<file path="src/rtl/parity_seq_gen.sv">
// Odd/even sequence generator: latches [lo, hi] on start and streams every value of the
// requested parity in that range over a valid/ready port, with optional wrap and abort.
module parity_seq_gen #(
    parameter int WIDTH = 32,
    parameter int CNT_W = 16
) (
    input  logic             clk,
    input  logic             rst_n,
    input  logic             start,
    input  logic             mode,
    input  logic [WIDTH-1:0] lo,
    input  logic [WIDTH-1:0] hi,
    input  logic             wrap,
    input  logic             stop,
    input  logic             out_ready,
    output logic             out_valid,
    output logic [WIDTH-1:0] out_data,
    output logic [CNT_W-1:0] out_idx,
    output logic             busy,
    output logic             done,
    output logic             err
);

    typedef enum logic [0:0] {
        ST_IDLE = 1'b0,
        ST_RUN  = 1'b1
    } state_t;

    state_t           state_r, state_s;
    logic [WIDTH-1:0] first_r, first_s;
    logic [WIDTH-1:0] hi_r, hi_s;
    logic [WIDTH-1:0] data_r, data_s;
    logic [CNT_W-1:0] idx_r, idx_s;
    logic             wrap_r, wrap_s;
    logic             valid_r, valid_s;
    logic             busy_r, busy_s;
    logic             done_r, done_s;
    logic             err_r, err_s;
    logic [WIDTH:0]   first_ext_s;
    logic [WIDTH:0]   next_ext_s;
    logic             beat_s;

    // mode 0 asks for odd values (lsb 1), mode 1 for even values (lsb 0)
    function automatic logic parity_ok(input logic lsb, input logic even_mode);
        return (lsb == ~even_mode);
    endfunction

    // Next-state and next-output logic; extra top bit keeps lo+1 and data+2 from wrapping
    always_comb begin
        state_s = state_r;
        first_s = first_r;
        hi_s    = hi_r;
        data_s  = data_r;
        idx_s   = idx_r;
        wrap_s  = wrap_r;
        valid_s = valid_r;
        busy_s  = busy_r;
        done_s  = 1'b0;
        err_s   = 1'b0;

        if (parity_ok(lo[0], mode)) begin
            first_ext_s = {1'b0, lo};
        end else begin
            first_ext_s = {1'b0, lo} + (WIDTH+1)'(1);
        end
        next_ext_s = {1'b0, data_r} + (WIDTH+1)'(2);
        beat_s     = valid_r & out_ready;

        case (state_r)
            ST_IDLE: begin
                if (start) begin
                    first_s = first_ext_s[WIDTH-1:0];
                    hi_s    = hi;
                    wrap_s  = wrap;
                    if (first_ext_s > {1'b0, hi}) begin
                        err_s  = 1'b1;
                        done_s = 1'b1;
                    end else begin
                        state_s = ST_RUN;
                        data_s  = first_ext_s[WIDTH-1:0];
                        idx_s   = {CNT_W{1'b0}};
                        valid_s = 1'b1;
                        busy_s  = 1'b1;
                    end
                end else begin
                    state_s = ST_IDLE;
                end
            end
            ST_RUN: begin
                if (stop) begin
                    state_s = ST_IDLE;
                    valid_s = 1'b0;
                    busy_s  = 1'b0;
                end else if (beat_s) begin
                    if (next_ext_s <= {1'b0, hi_r}) begin
                        data_s = next_ext_s[WIDTH-1:0];
                        idx_s  = idx_r + CNT_W'(1);
                    end else if (wrap_r) begin
                        data_s = first_r;
                        idx_s  = {CNT_W{1'b0}};
                    end else begin
                        state_s = ST_IDLE;
                        valid_s = 1'b0;
                        busy_s  = 1'b0;
                        done_s  = 1'b1;
                    end
                end else begin
                    state_s = ST_RUN;
                end
            end
            default: begin
                state_s = ST_IDLE;
                valid_s = 1'b0;
                busy_s  = 1'b0;
            end
        endcase
    end

    // State and output registers with synchronous active-low reset
    always_ff @(posedge clk) begin
        if (!rst_n) begin
            state_r <= ST_IDLE;
            first_r <= {WIDTH{1'b0}};
            hi_r    <= {WIDTH{1'b0}};
            data_r  <= {WIDTH{1'b0}};
            idx_r   <= {CNT_W{1'b0}};
            wrap_r  <= 1'b0;
            valid_r <= 1'b0;
            busy_r  <= 1'b0;
            done_r  <= 1'b0;
            err_r   <= 1'b0;
        end else begin
            state_r <= state_s;
            first_r <= first_s;
            hi_r    <= hi_s;
            data_r  <= data_s;
            idx_r   <= idx_s;
            wrap_r  <= wrap_s;
            valid_r <= valid_s;
            busy_r  <= busy_s;
            done_r  <= done_s;
            err_r   <= err_s;
        end
    end

    assign out_valid = valid_r;
    assign out_data  = data_r;
    assign out_idx   = idx_r;
    assign busy      = busy_r;
    assign done      = done_r;
    assign err       = err_r;

endmodule

</file>
<file path="config.mk">
export PLATFORM = sky130hd
export DESIGN_NAME = parity_seq_gen
export DESIGN_NICKNAME = d
export VERILOG_FILES = /design/src/rtl/parity_seq_gen.sv
export SDC_FILE = /design/constraint.sdc
export NUM_CORES = 1
export LEC_CHECK = 0
export BUFFER_PORTS_ARGS = -buffer_cell sky130_fd_sc_hd__buf_4
export CAP_MARGIN = 15
export CORE_MARGIN = 2
export CORE_UTILIZATION = 35
export CTS_CLUSTER_SIZE = 40
export DETAILED_ROUTE_END_ITERATION = 7
export GPL_TIMING_DRIVEN = 0
export PLACE_DENSITY = 0.63
export SYNTH_ARGS = -nofsm -noshare
export SYNTH_HDL_FRONTEND = slang
export SYNTH_SLANG_ARGS = --single-unit
</file>
<file path="constraint.sdc">
create_clock -name clk -period 3.4 [get_ports clk]
set_input_delay 0.34 -clock clk [delete_from_list [all_inputs] [get_ports clk]]
set_output_delay 0.34 -clock clk [all_outputs]
set_load 0.005 [all_outputs]
</file>
== After elaboration in Yosys (flattened, before gate mapping) ==
Index checks and enable logic that the tools add are counted.

* Register bits: 117
* Bits of input ports: 71
* Output and inout bits: 52
* Logic and storage cells: 67

* $add $sub $neg: 3
* Order comparisons: 2
* Equal/unequal tests: 9
* Mux-type cells: 36
* Bitwise operators: 4
* Reductions and logical operators: 4

{| class="wikitable"
|+ Operators with widths
! kind !! count
|-
| 2-to-1 mux 32 bit || 6
|-
| 2-to-1 mux 16 bit || 6
|-
| one-hot mux 32 bit (2 select lines) || 1
|-
| adder 32 x 1 -> 33 bit, second input constant || 1
|-
| adder 32 x 2 -> 33 bit, second input constant || 1
|-
| greater-than comparator 33 x 32 -> 1 bit || 1
|-
| <= comparator 33 x 32 -> 1 bit || 1
|-
| 2-to-1 mux 33 bit || 1
|-
| one-hot mux 16 bit (2 select lines) || 1
|-
| 2-to-1 mux 1 bit || 18
|-
| adder 16 x 1 -> 16 bit, second input constant || 1
|-
| AND reduction 5 bit || 2
|-
| != test 2 bit, second input constant || 3
|-
| != test 3 bit, second input constant || 2
|-
| one-hot mux 1 bit (2 select lines) || 3
|-
| != test 3 x 1 -> 1 bit, second input constant || 1
|-
| != test 3 x 2 -> 1 bit, second input constant || 1
|-
| NOT 1 bit || 3
|-
| != test 2 x 1 -> 1 bit, second input constant || 1
|-
| AND reduction 2 bit || 1
|-
| OR reduction 2 bit || 1
|-
| bitwise AND 1 bit || 1
|-
| equality test 1 bit || 1
|}

== Logic depth before layout (Yosys ltp) ==
* Depth after elaboration: 7
* Depth in mapped cells: 17
* Depth with buffers taken out: 15

== Worst setup path after synthesis ==
No wires, ideal clock.

* Kind: register to register
* Start: reg data_r[1], in the netlist out_data[1]
* End: reg data_r[1], in the netlist out_data[1]
* Library setup time: 135 ps
* Arrival time: 3600 ps
* Required time: 3265 ps
* Setup slack: -336 ps
* Stages on the path, launching flop included: 18
* Buffers on the path: 2
* Period minus slack after synthesis: 3736 ps
* Cells stage by stage: dfxtp_1 ha_1 nand3_1 nor3_1 and3_1 clkbuf_1 nand3_1 xnor2_1 ha_1 nand4_1 nor4_2 nand2_1 a2bb2oi_1 a31o_4 buf_6 or3_1 a21oi_2 a211oi_2

* Cells in the longest elaborated chain, start to end: 6
* Elaborated cells on any way between the ends: 8
* Classes of those cells: add/sub (1); order compare (1); eq/ne (1); mux (4); reduce/logical (1)

{| class="wikitable"
|+ RTL lines
! what !! RTL line !! RTL
|-
| start: declaration || 32 || <nowiki>logic [WIDTH-1:0] data_r, data_s;</nowiki>
|-
| start signal: assignment || 125 || <nowiki>data_r <= {WIDTH{1'b0}};</nowiki>
|-
| start signal: assignment || 136 || <nowiki>data_r <= data_s;</nowiki>
|-
| adder 32 x 2 -> 33 bit * || 66 || <nowiki>next_ext_s = {1'b0, data_r} + (WIDTH+1)'(2);</nowiki>
|-
| <= comparator 33 x 32 -> 1 bit || 95 || <nowiki>if (next_ext_s <= {1'b0, hi_r}) begin</nowiki>
|-
| 2-to-1 mux 32 bit || 95 ||
|-
| 2-to-1 mux 32 bit || 94 || <nowiki>end else if (beat_s) begin</nowiki>
|-
| 2-to-1 mux 32 bit || 90 || <nowiki>if (stop) begin</nowiki>
|-
| one-hot mux 32 bit (2 select lines) || 69 || <nowiki>case (state_r)</nowiki>
|}

Mark *: on every way between the ends. The rest lies on a longest branch, timed or not. The select of a mux whose other input is x is not followed.
A chain may end at the register's enable or synchronous reset.

== Worst setup path after layout ==
Same ends and word-level chain as after synthesis.

==> impl_metrics.env <==
export IMPL_synth_top_area_share=0.292
export IMPL_grt_use_total=0.215
export IMPL_synthSimpleGateAreaFrac=0.217
export IMPL_grtUsageMet3=0.0407
export IMPL_worstSkewPairLatency_ns=0.42
export IMPL_synthArstFlopShare=0
export IMPL_antenna_found_initial=0
export IMPL_drive_above_1_share=0.255
export IMPL_drt_initial_drc_count=575
export IMPL_tightest_slew_ns=0.808
export IMPL_final_antenna_net_count=0
export IMPL_yosys_top_cells_area="dfxtp_1 29%, ha_1 10%, a21oi_1 7.9%"
export IMPL_syn_inst=1040
export IMPL_via_per_inst=5.31
export IMPL_synth_top_family_by_area="simple AND/OR/NAND/NOR gates"
export IMPL_synth_xor_area_share=0.0664
export IMPL_start_util=0.356
export IMPL_maxCapViolations=0
export IMPL_final_core_util=0.466
export IMPL_syn_avg_cell_area_sq_um=7.72
export IMPL_path_max_fanout=10
export IMPL_synth_most_common_cell="nand2_1"
export IMPL_nNetsFinal=1345
export IMPL_grt_pass1_vias=7681
export IMPL_r2r_slack_ns=-0.55
export IMPL_vias=7978
export IMPL_grt_use_met2=0.363
export IMPL_wl_um=26300
export IMPL_r2r_end="out_data[1]$_SDFFE_PN0P_"
export IMPL_grt_max_degree=17
export IMPL_ys_ff_latch=117
export IMPL_top_usage_layer="met2"
export IMPL_hold_depth=3
export IMPL_gr_total_overflow=0
export IMPL_hold_end="hi_r[22]$_SDFFE_PN0P_"
export IMPL_yosysSeqAreaShare=0.292
export IMPL_vdd_drop_max_mv=0.292
export IMPL_area_growth_pct=31.1
export IMPL_met1_usage=0.278
export IMPL_maxSlewViolCount=0
export IMPL_die_w_um=155
export IMPL_r2r_worst_path_cells=17
export IMPL_coreArea_sq_mm=0.0226
export IMPL_endpoint_kind="flip-flop"
export IMPL_hold_viol=0
export IMPL_crit_type="reg2reg"
export IMPL_drc=0
export IMPL_root_buffer="clkbuf_16"
export IMPL_synth_area_sq_mm=0.00803
export IMPL_ys_flop_type="dfxtp_1"
export IMPL_hold_class="in2reg"
export IMPL_leakage_nw=4.63
export IMPL_wire_per_inst_um=17.5
export IMPL_fin_skew_ns=0.00959
export IMPL_setup_tns_ns=-23.83
export IMPL_cts_buffers_inserted=17
export IMPL_antenna_cells=0
export IMPL_rows=55
export IMPL_timing_final_ws_setup_ns=-0.547
export IMPL_setup_violations=51
export IMPL_gp_congestion=0.862
export IMPL_rsz0062_at_grt="true"
export IMPL_synth_common_cells="130 x nand2_1, 127 x a21oi_1, 117 x dfxtp_1"
export IMPL_clock_path_buffers=2
export IMPL_cp_slowest_cell="nor4_4"
export IMPL_place_hpwl_um=19600
export IMPL_finalCriticalPeriod_ns=3.95
export IMPL_power_density_mw_per_mm2=461
export IMPL_io_buffers=122
export IMPL_relSlewSlack=0.461
export IMPL_worstPathArrival_ns=4.23
export IMPL_die_area_sq_mm=0.0242
export IMPL_cp_start_kind="flip-flop"
export IMPL_syn_num_nets=1178
export IMPL_fmax_mhz=253
export IMPL_crit_required_ns=3.68
export IMPL_cts_tree="yes"
export IMPL_ys_types=59
export IMPL_htree_levels=4
export IMPL_cp_cell_sequence="buf_6 > nand2_4 > nor4_4 > and3_1 > buf_6 > nand4_1 > xnor2_2 > ha_1 > nand4_1 > nor4_4 > nand2_1 > a2bb2oi_2 > a31o_4 > buf_12 > or3_1 > a21oi_2 > a211oi_2"
export IMPL_clk_pin_slew_ns=0.06
export IMPL_whs_ns=0.174
export IMPL_synth_area_mux_share=0.0583
export IMPL_clock_sinks=117
export IMPL_holdCritStartpoint="hi[22]"
export IMPL_fp_dieH_um=155
export IMPL_grt_pass1_wl_um=40600
export IMPL_synth_edf_count=0
export IMPL_synthAdderAreaFrac=0.104
export IMPL_finalCritPeriodShare=1.16
export IMPL_cpPeakStageDelay_ns=0.39
export IMPL_status="finished, violations left"
export IMPL_timing_rr_start="out_data[1]$_SDFFE_PN0P_"
export IMPL_io_pins=123
export IMPL_ys_warn_count=0
export IMPL_yosysTopAreaCell="dfxtp_1"
export IMPL_violations="negative setup slack"
export IMPL_drtPass1Iterations=5
export IMPL_synth_compound_area_frac=0.186
==> cell type report <==
type	count	area, sq um
buffer	53	312
inverter	102	383
clock inverter	5	50.0
fill	2271	12000
clock buffer	24	502
sequential	117	2380
tap	285	357
multi-input combinational	768	5400
timing repair buffer	148	1140
==> kinds of logic (layout without fill, tap and decap cells) <==
| group | after synthesis | in the layout |
|---|---|---|
| DFF | 117 | 117 |
| buffers and inverters | 155 | 332 |
| and+or+nand+nor | 358 | 358 |
| AOI/OAI and AO/OA | 251 | 251 |
| adders and majority gates | 67 | 67 |
| xor gates and xnor gates | 60 | 60 |
| muxes | 32 | 32 |
==> state kept, by name (all words and copies together), names as in the netlist <==
| signal | cells |
|---|---|
| out_data | 32 |
| hi_r | 32 |
| wrap_r | 1 |
| state_r | 1 |
| out_idx | 16 |
| first_r | 32 |
| done | 1 |
| err | 1 |
| busy | 1 |
==> through the flow <==
stage / power, mW / setup WS, ns / instance area, sq um / instances
after floorplan: 2.49 / -0.0100 / 8140 / 1040
after global placement: 2.93 / -1.17 / 9410 / 1447
after detailed placement: 2.95 / -1.24 / 9410 / 1447
after CTS: 4.77 / -0.471 / 10300 / 1497
after global routing: 5.07 / -0.690 / 10500 / 1502
final: 4.86 / -0.547 / 10500 / 1502
==> layer usage <==
layer / up-vias / wire length (um) / part of all wire
met1: 3782 / 11700 / 0.44
met5: - / 0 / 0
li1: 3933 / - / -
met2: 230 / 12600 / 0.48
met4: 0 / 592 / 0.023
met3: 33 / 1430 / 0.054
==> worst max-delay path by stage <==
stage / startpoint / to / slack [ns] / depth (start not counted)
6_report: out_data[1]$_SDFFE_PN0P_ / out_data[1]$_SDFFE_PN0P_ / -0.55 / 17
5_1_grt: out_data[2]$_SDFFE_PN0P_ / out_data[1]$_SDFFE_PN0P_ / -0.69 / 17
4_1_cts: out_data[11]$_SDFFE_PN0P_ / out_data[5]$_SDFFE_PN0P_ / -0.47 / 16
3_5_place_dp: mode / out_data[13]$_SDFFE_PN0P_ / -1.24 / 17
3_3_place_gp: mode / out_data[27]$_SDFFE_PN0P_ / -1.17 / 17
2_1_floorplan: out_data[1]$_SDFFE_PN0P_ / out_data[1]$_SDFFE_PN0P_ / -0.01 / 16
==> cell usage in the layout (no fill, tap or decap), types with 17 or more instances in the layout <==
cell type	n
buf_4	144
nand4_1	29
xnor2_1	31
mux2_4	29
dfxtp_1	104
clkbuf_1	36
a21oi_2	26
inv_1	101
ha_1	66
o21ai_0	46
nor2_1	80
a21oi_1	102
a211oi_1	35
nand3_1	31
and3_1	28
clkbuf_16	17
nand2_1	128
xor2_1	24
==> power breakdown <==
| group | switching (mW) | leakage (nW) | internal [mW] | total (mW) |
|---|---|---|---|---|
| clock network | 0.640 | 0.278 | 1.08 | 1.72 |
| logic | 0.806 | 3.39 | 0.732 | 1.54 |
| registers | 0.113 | 0.970 | 1.48 | 1.60 |
| total | 1.56 | 4.63 | 3.30 | 4.86 |
==> critical path: cells and delay by family, from the launching register on <==
kind	cells	cell delay (ns)
simple gates	8	1.79
buf+inv	3	0.41
compound gates	4	0.69
fa+ha+maj	1	0.33
xor+xnor	1	0.19
flops	1	0.37
==> what timing repair did <==
item                       CTS  global route
setup endpoints to repair   52            52
resized for setup           49            39
buffers inserted            21             4
hold buffers                 0             0
gates cloned                 0             1
pin swaps                   12            17
Power figures use the tool's default switching activity.
